`config.mk`:
```
export PLATFORM = sky130hd
export DESIGN_NAME = datapath_mc
export DESIGN_NICKNAME = d
export VERILOG_FILES = /design/src/rtl/datapath_mc.sv
export SDC_FILE = /design/constraint.sdc
export NUM_CORES = 2
export LEC_CHECK = 0
export CORE_ASPECT_RATIO = 1.1
export CORE_MARGIN = 2
export CORE_UTILIZATION = 40
export DETAILED_ROUTE_END_ITERATION = 6
export GPL_TIMING_DRIVEN = 0
export SLEW_MARGIN = 20
export SYNTH_ARGS = -nofsm -noshare
export SYNTH_HDL_FRONTEND = slang
export SYNTH_SLANG_ARGS = --single-unit
```
`constraint.sdc`:
```
create_clock -name clk -period 29.9 [get_ports clk]
set_clock_uncertainty 0.05 [all_clocks]
set_input_delay 5.98 -clock clk [delete_from_list [all_inputs] [get_ports clk]]
set_output_delay 5.98 -clock clk [all_outputs]
set_load 0.005 [all_outputs]
```
`src/rtl/datapath_mc.sv`:
```
// Multi-cycle single-bus CPU datapath: register file, special registers, Z,
// a single-cycle ALU and an iterative signed MUL/DIV engine sharing one bus.
module datapath_mc #(
   parameter int DATA_W  = 32,
   parameter int NUM_GPR = 16
) (
   input  logic                 clk,
   input  logic                 reset,
   input  logic [NUM_GPR-1:0]   gpr_in,
   input  logic [NUM_GPR-1:0]   gpr_out,
   input  logic                 hi_in,
   input  logic                 lo_in,
   input  logic                 pc_in,
   input  logic                 ir_in,
   input  logic                 y_in,
   input  logic                 mar_in,
   input  logic                 hi_out,
   input  logic                 lo_out,
   input  logic                 pc_out,
   input  logic                 mdr_out,
   input  logic                 z_high_out,
   input  logic                 z_low_out,
   input  logic                 z_in,
   input  logic                 pc_inc,
   input  logic                 mdr_in,
   input  logic                 read,
   input  logic [DATA_W-1:0]    m_data_in,
   input  logic [3:0]           alu_op,
   input  logic                 alu_start,
   output logic                 alu_busy,
   output logic                 alu_done,
   output logic                 div_zero,
   output logic                 bus_err,
   output logic [DATA_W-1:0]    bus_data,
   output logic [DATA_W-1:0]    mar_addr,
   output logic [DATA_W-1:0]    ir_data
);

   // state | meaning
   // IDLE  | no iterative op; z_in and alu_start accepted
   // RUN   | MUL/DIV stepping, one bit per cycle (cnt 0..DATA_W-1)
   // DONE  | result in Z, alu_done pulse; a new start is accepted

   localparam int SHW  = $clog2(DATA_W);
   localparam int NSEL = NUM_GPR + 6;
   localparam logic [3:0] OP_MUL = 4'd11;
   localparam logic [3:0] OP_DIV = 4'd12;

   typedef enum logic [1:0] {ST_IDLE, ST_RUN, ST_DONE} state_t;

   state_t                state_q, state_d;
   logic [SHW-1:0]        cnt_q;
   logic [DATA_W-1:0]     gpr_q [NUM_GPR];
   logic [DATA_W-1:0]     pc_q, ir_q, y_q, mar_q, mdr_q, hi_q, lo_q;
   logic [2*DATA_W-1:0]   z_q;

   // ---------------- shared bus ----------------
   logic [NSEL-1:0]       drv_sel;
   logic [DATA_W-1:0]     bus_mux;

   assign drv_sel = {z_low_out, z_high_out, mdr_out, pc_out, lo_out, hi_out, gpr_out};

   always_comb begin
      bus_mux = '0;
      for (int i = 0; i < NUM_GPR; i++) begin
         if (gpr_out[i]) bus_mux = bus_mux | gpr_q[i];
      end
      if (hi_out)     bus_mux = bus_mux | hi_q;
      if (lo_out)     bus_mux = bus_mux | lo_q;
      if (pc_out)     bus_mux = bus_mux | pc_q;
      if (mdr_out)    bus_mux = bus_mux | mdr_q;
      if (z_high_out) bus_mux = bus_mux | z_q[2*DATA_W-1:DATA_W];
      if (z_low_out)  bus_mux = bus_mux | z_q[DATA_W-1:0];
   end

   // Clearing the lowest set bit leaves something only when two or more selects are set.
   assign bus_err  = |(drv_sel & (drv_sel - NSEL'(1)));
   assign bus_data = bus_err ? '0 : bus_mux;
   assign mar_addr = mar_q;
   assign ir_data  = ir_q;

   // ---------------- single-cycle ALU ----------------
   logic [DATA_W-1:0]     alu_a, alu_b, alu_res;
   logic [SHW-1:0]        sh, sh_inv;

   assign alu_a  = y_q;
   assign alu_b  = bus_data;
   assign sh     = alu_b[SHW-1:0];
   assign sh_inv = SHW'(0) - sh;

   always_comb begin
      alu_res = '0;
      case (alu_op)
         4'd0:    alu_res = alu_a + alu_b;
         4'd1:    alu_res = alu_a - alu_b;
         4'd2:    alu_res = alu_a & alu_b;
         4'd3:    alu_res = alu_a | alu_b;
         4'd4:    alu_res = alu_a >> sh;
         4'd5:    alu_res = DATA_W'($signed(alu_a) >>> sh);
         4'd6:    alu_res = alu_a << sh;
         4'd7:    alu_res = (alu_a >> sh) | (alu_a << sh_inv);
         4'd8:    alu_res = (alu_a << sh) | (alu_a >> sh_inv);
         4'd9:    alu_res = -alu_b;
         4'd10:   alu_res = ~alu_b;
         4'd13:   alu_res = alu_b;
         default: alu_res = '0;
      endcase
   end

   // ---------------- iterative MUL/DIV engine ----------------
   // acc holds {upper W+1, lower W}: product/multiplier for MUL, remainder/quotient for DIV.
   logic [2*DATA_W:0]     acc_q;
   logic [DATA_W-1:0]     opnd_q;
   logic                  is_div_q, neg_q_q, neg_r_q, dz_q, div_zero_q;

   logic                  op_iter, start_ok;
   logic [DATA_W-1:0]     mag_a, mag_b;
   logic [DATA_W:0]       mul_sum, rem_s;
   logic [2*DATA_W:0]     mul_next, div_next, step_next;
   logic [DATA_W-1:0]     q_mag, r_mag;
   logic [2*DATA_W-1:0]   prod, mul_res, div_res, fin_res;

   assign op_iter  = (alu_op == OP_MUL) || (alu_op == OP_DIV);
   assign start_ok = alu_start && op_iter && (state_q != ST_RUN);
   assign mag_a    = alu_a[DATA_W-1] ? -alu_a : alu_a;
   assign mag_b    = alu_b[DATA_W-1] ? -alu_b : alu_b;

   assign mul_sum  = acc_q[2*DATA_W:DATA_W] + {1'b0, (acc_q[0] ? opnd_q : {DATA_W{1'b0}})};
   assign mul_next = {1'b0, mul_sum, acc_q[DATA_W-1:1]};

   // Restoring division: shift in the next dividend bit, subtract when it fits.
   assign rem_s    = acc_q[2*DATA_W-1:DATA_W-1];
   assign div_next = (rem_s >= {1'b0, opnd_q}) ?
                     {rem_s - {1'b0, opnd_q}, acc_q[DATA_W-2:0], 1'b1} :
                     {rem_s, acc_q[DATA_W-2:0], 1'b0};

   assign step_next = is_div_q ? div_next : mul_next;

   assign prod    = step_next[2*DATA_W-1:0];
   assign mul_res = neg_q_q ? -prod : prod;
   assign q_mag   = step_next[DATA_W-1:0];
   assign r_mag   = step_next[2*DATA_W-1:DATA_W];
   assign div_res = {(neg_r_q ? -r_mag : r_mag), (neg_q_q ? -q_mag : q_mag)};
   assign fin_res = is_div_q ? div_res : mul_res;

   always_comb begin
      state_d  = state_q;
      alu_busy = 1'b0;
      alu_done = 1'b0;
      case (state_q)
         ST_IDLE: begin
            if (start_ok) state_d = ST_RUN;
         end
         ST_RUN: begin
            alu_busy = 1'b1;
            if (cnt_q == SHW'(DATA_W-1)) state_d = ST_DONE;
         end
         ST_DONE: begin
            alu_done = 1'b1;
            state_d  = start_ok ? ST_RUN : ST_IDLE;
         end
         default: state_d = ST_IDLE;
      endcase
   end

   assign div_zero = div_zero_q;

   always_ff @(posedge clk or posedge reset) begin
      if (reset) begin
         state_q    <= ST_IDLE;
         cnt_q      <= '0;
         acc_q      <= '0;
         opnd_q     <= '0;
         is_div_q   <= 1'b0;
         neg_q_q    <= 1'b0;
         neg_r_q    <= 1'b0;
         dz_q       <= 1'b0;
         div_zero_q <= 1'b0;
         z_q        <= '0;
      end else begin
         state_q <= state_d;
         if (start_ok) begin
            cnt_q    <= '0;
            is_div_q <= (alu_op == OP_DIV);
            neg_r_q  <= alu_a[DATA_W-1];
            dz_q     <= (alu_b == '0);
            if (alu_op == OP_DIV) begin
               acc_q      <= {{(DATA_W+1){1'b0}}, mag_a};
               opnd_q     <= mag_b;
               // A zero divisor yields an unsigned all-ones quotient, never negated.
               neg_q_q    <= (alu_a[DATA_W-1] ^ alu_b[DATA_W-1]) && (alu_b != '0);
               div_zero_q <= 1'b0;
            end else begin
               acc_q   <= {{(DATA_W+1){1'b0}}, mag_b};
               opnd_q  <= mag_a;
               neg_q_q <= alu_a[DATA_W-1] ^ alu_b[DATA_W-1];
            end
         end else if (state_q == ST_RUN) begin
            cnt_q <= cnt_q + SHW'(1);
            acc_q <= step_next;
            if (cnt_q == SHW'(DATA_W-1)) begin
               z_q <= fin_res;
               if (is_div_q && dz_q) div_zero_q <= 1'b1;
            end
         end
         if (z_in && !op_iter && (state_q != ST_RUN)) begin
            z_q <= {{DATA_W{1'b0}}, alu_res};
         end
      end
   end

   // ---------------- bus-loaded registers ----------------
   always_ff @(posedge clk or posedge reset) begin
      if (reset) begin
         for (int i = 0; i < NUM_GPR; i++) gpr_q[i] <= '0;
         pc_q  <= '0;
         ir_q  <= '0;
         y_q   <= '0;
         mar_q <= '0;
         mdr_q <= '0;
         hi_q  <= '0;
         lo_q  <= '0;
      end else begin
         for (int i = 0; i < NUM_GPR; i++) begin
            if (gpr_in[i]) gpr_q[i] <= bus_data;
         end
         if (hi_in)       hi_q  <= bus_data;
         if (lo_in)       lo_q  <= bus_data;
         if (ir_in)       ir_q  <= bus_data;
         if (y_in)        y_q   <= bus_data;
         if (mar_in)      mar_q <= bus_data;
         if (pc_in)       pc_q  <= bus_data;
         else if (pc_inc) pc_q  <= pc_q + DATA_W'(1);
         if (mdr_in)      mdr_q <= read ? m_data_in : bus_data;
      end
   end

endmodule
```
==> metrics.md <==
| Metric | Value |
|---|---|
| Power Internal | `roughly 2.5 mW` |
| Register area | `0.0227 mm2` |
| Synth top area cells | `dfrtp_1 38%, mux2_2 13%, nand2_1 4.1%` |
| Clk network pwr share | `34.5%` |
| Detailed Place HPWL | `310,000 um` |
| Post-CTS sizing | `0` |
| Area Overhead vs Synth | `15.1%` |
| Clock Tree Buf Depth | `3` |
| H-tree levels | `3` |
| Status | `complete, but fails checks` |
| Seq/Total Area, Yosys | `37.8%` |
| Peak supply drop | `0.0694 mV` |
| Gate power share | `around 31%` |
| Post-synthesis area per instance | `about 9.2 um2` |
| Hold Slack | `between 0.4 and 0.5 ns` |
| Distinct cells, synth | `100` |
| RSZ-0062 raised after global routing | `false` |
| Synth async-reset ratio | `100%` |
| CP Class | `in2out` |
| CTS tree | `done` |
| # hold bufs at CTS | `0` |
| Filler cell count | `about 14k` |
| Pwr dens | `about 59 mW/mm2` |
| Worst-Margin Slew | `roughly 1.5 ns` |
| Clock slew at reported path FFs | `0.06 ns` |
| Failing checks | `design-rule violations, max-capacitance violations` |
| PnR worst setup slack | `8.94 ns` |
| Avg WL per Cell | `roughly 45 um` |
| Max-slew violations | `0` |
| Die W | `roughly 370 um` |
| Die height | `slightly above 400 um` |
| Post-CTS setup buffers | `0` |
| First-pass GRT wire length | `approximately 540,000 um` |
| Final hold viol count | `0` |
| Leakage | `29.9 nW` |
| Placer Congestion | `between 1 and 1.5` |
| Share of layout cells above drive strength 1 | `between 10% and 20%` |
| Mapped Cells | `around 6.5k` |
| Std-Cell Rows | `149` |
| DP Worst Slack | `between 9 and 10 ns` |
| Via-to-Cell Ratio | `about 7.2` |
| #FFs+latches synth | `around 910` |
| Via count | `around 65k` |
| Post-Route Setup TNS | `0 ns` |
| Residual DRC | `2` |
| Syn. warnings | `0` |
| Seq pwr share | `between 30% and 40%` |
| Critical Path RT | `23.87 ns` |
| Grt total ovfl | `0` |
| Post-synth EDFFs | `0` |
| CTS root buffer | `clkbuf_16` |
| Fin crit period | `20.96 ns` |
| IO Port Bufs | `142` |
| Top cell type's share of synthesized area | `a little under two fifths` |
| Multi-input gate area in the final layout | `~0.035 mm2` |
| Max_cap viols | `1` |
| Nets | `~7k` |
| DRT antenna net count | `0` |
| I/O pin total | `187` |
| Yosys top cell by area | `dfrtp_1` |
| Total CTS buffers | `100` |
| Core area | `approximately 0.15 mm2` |
| HP Class | `reg2reg` |
| First DRT Iteration DRCs | `9,845` |
| Largest net degree at the start of global routing | `36` |
| Post-Route WL | `a little over 400,000 um` |
| TritonRoute pass-1 iters | `7` |
| Rel. slew slack | `around 1.1%` |
| Tot GR Track Use | `51.4%` |
| Max FO, Critical Path | `11` |
| Clk_lat worst skew | `about 0.81 ns` |
| Final worst path period share | `70.1%` |
| Sw frac | `39.4%` |
| Syn Nets | `6,752` |
| Initial Util | `roughly 40%` |
| Crit. End Element | `output pin` |
| Top_reg_cell synth | `dfrtp_1` |
| Fmax | `47.7 MHz` |
| Worst setup SP type | `input pin` |
| P_sw | `1.62 mW` |
| Post-Syn Area | `0.0602 mm2` |
| Crit path DAT | `14.93 ns` |
| Initial antenna violation count | `about 80` |
| Vias in the first global route | `between 60k and 70k` |
| Area of the die | `between 0.15 and 0.2 mm2` |
| Final setup viols | `0` |
| Clock sink total | `909` |
worst paths after layout:
check | startpoint | end | depth (start not counted) | slack [ns]
worst min register to register | dz_q$_DFFE_PP0P_ | dz_q$_DFFE_PP0P_ | 2 | 0.44
worst min-delay path | dz_q$_DFFE_PP0P_ | dz_q$_DFFE_PP0P_ | 2 | 0.44
min in group asynchronous | reset | z_q[1]$_DFFE_PP0P_ | 3 | 5.53
worst max register to register | z_q[0]$_DFFE_PP0P_ | z_q[20]$_DFFE_PP0P_ | 29 | 16.25
worst max-delay path | gpr_out[14] | bus_data[3] | 14 | 8.94
max in group asynchronous | reset | gpr_q[45]$_DFFE_PP0P_ | 11 | 22.19
power groups by stage:
stage	Clock, mW	Sequential, mW	Combinational, mW
floorplan	0	1.36	0.764
global placement	0	1.44	1.17
detailed placement	0	1.44	1.19
CTS	1.40	1.42	1.20
global route	1.45	1.43	1.31
finish	1.42	1.43	1.26
synth_stat cells (all sizes together) (13+ instances only):
library cell,count
ha,116
mux2,685
mux2i,152
or2,19
maj3,25
nand3,164
a32oi,15
a22o,67
a211o,24
a22oi,251
inv,92
o21a,27
nor2b,21
a311oi,18
mux4,27
o21ai,405
a2111oi,16
nor4,35
and2,59
or4,13
a41oi,13
a21oi,411
o31ai,34
nand2,651
a221oi,97
nor3,95
a31o,14
nand2b,24
o22ai,64
a211oi,88
nor2,466
and4,20
o2111ai,16
clkbuf,455
buf,149
dfrtp,909
nand4,82
xor2,120
o211ai,85
or3,37
a21o,45
xnor2,132
o221ai,21
and3,58
a31oi,82
per-layer routing:
metal	track usage, %	vias up	share of wire (%)
met1	62.9	32500	37
met5	0.247	-	0.064
li1	-	24900	-
met4	39.9	34	9.4
met2	71.7	5653	40
met3	20.6	1650	13
final cells by class:
type,count,area share [%]
Inverter,97,0.531
Timing Repair Buffer,201,3.53
Sequential cell,909,32.8
Multi-Input combinational cell,4936,50.4
Buffer,604,3.57
Antenna cell,61,0.220
Clock inverter,54,1.28
Tap cell,1963,3.54
Clock buffer,132,4.06
flip-flops by register name (all words and copies together) (netlist names):
signal / cells
z_q: 64
mar_addr: 32
mdr_q: 32
opnd_q: 32
pc_q: 32
is_div_q: 1
neg_q_q: 1
gpr_q: 512
dz_q: 1
ir_data: 32
neg_r_q: 1
lo_q: 32
state_q: 2
div_zero: 1
alu_a: 32
hi_q: 32
acc_q: 65
cnt_q: 5
cells by family after synthesis:
kind of cell | count (synthesis) | share of synthesized area, %
muxes | 864 | 16.4
adders and majority gates | 144 | 2.93
buffers and inverters | 701 | 4.53
AOI/OAI and AO/OA | 1899 | 21.0
DFF | 909 | 37.8
and+or+nand+nor | 1777 | 13.7
xor gates and xnor gates | 252 | 3.68
placed cells by master, fill, tap and decap left out, drive strengths merged, types with 61 or more instances in the layout:
master / netlist / final
diode: 0 / 61
o211ai: 85 / 85
clkbuf: 455 / 588
clkdlybuf4s50: 0 / 142
xor2: 120 / 120
mux2i: 152 / 152
buf: 149 / 207
nor3: 95 / 95
a31oi: 82 / 82
o21ai: 405 / 405
nor2: 466 / 466
a21oi: 411 / 411
nand3: 164 / 164
nand4: 82 / 82
a22o: 67 / 67
nand2: 651 / 651
ha: 116 / 116
inv: 92 / 94
a22oi: 251 / 251
dfrtp: 909 / 909
a221oi: 97 / 97
mux2: 685 / 685
a211oi: 88 / 88
o22ai: 64 / 64
xnor2: 132 / 132
critical path: stages:
cell and delay (ns):
clkbuf_1 0.51, clkbuf_1 0.94, buf_1 1.04, clkbuf_2 0.69
a221oi_1 0.41, nand2_1 0.17, clkbuf_1 0.76, nand4_1 0.46
clkinv_1 0.40, buf_2 0.49, buf_1 0.89, clkbuf_2 0.72
clkbuf_1 0.73, clkdlybuf4s50_1 0.65
stage by stage:
stage	cells	total power, mW	utilization, %	instance area [um2]
after floorplan	6546	2.12	-	60200
after global placement	8651	2.61	42.8	64100
after detailed placement	8709	2.63	43.7	65400
after CTS	8895	4.02	46.1	69100
after global routing	8903	4.19	46.2	69200
final	8957	4.11	46.3	69300
No activity file was read; power rests on OpenSTA's default activity.
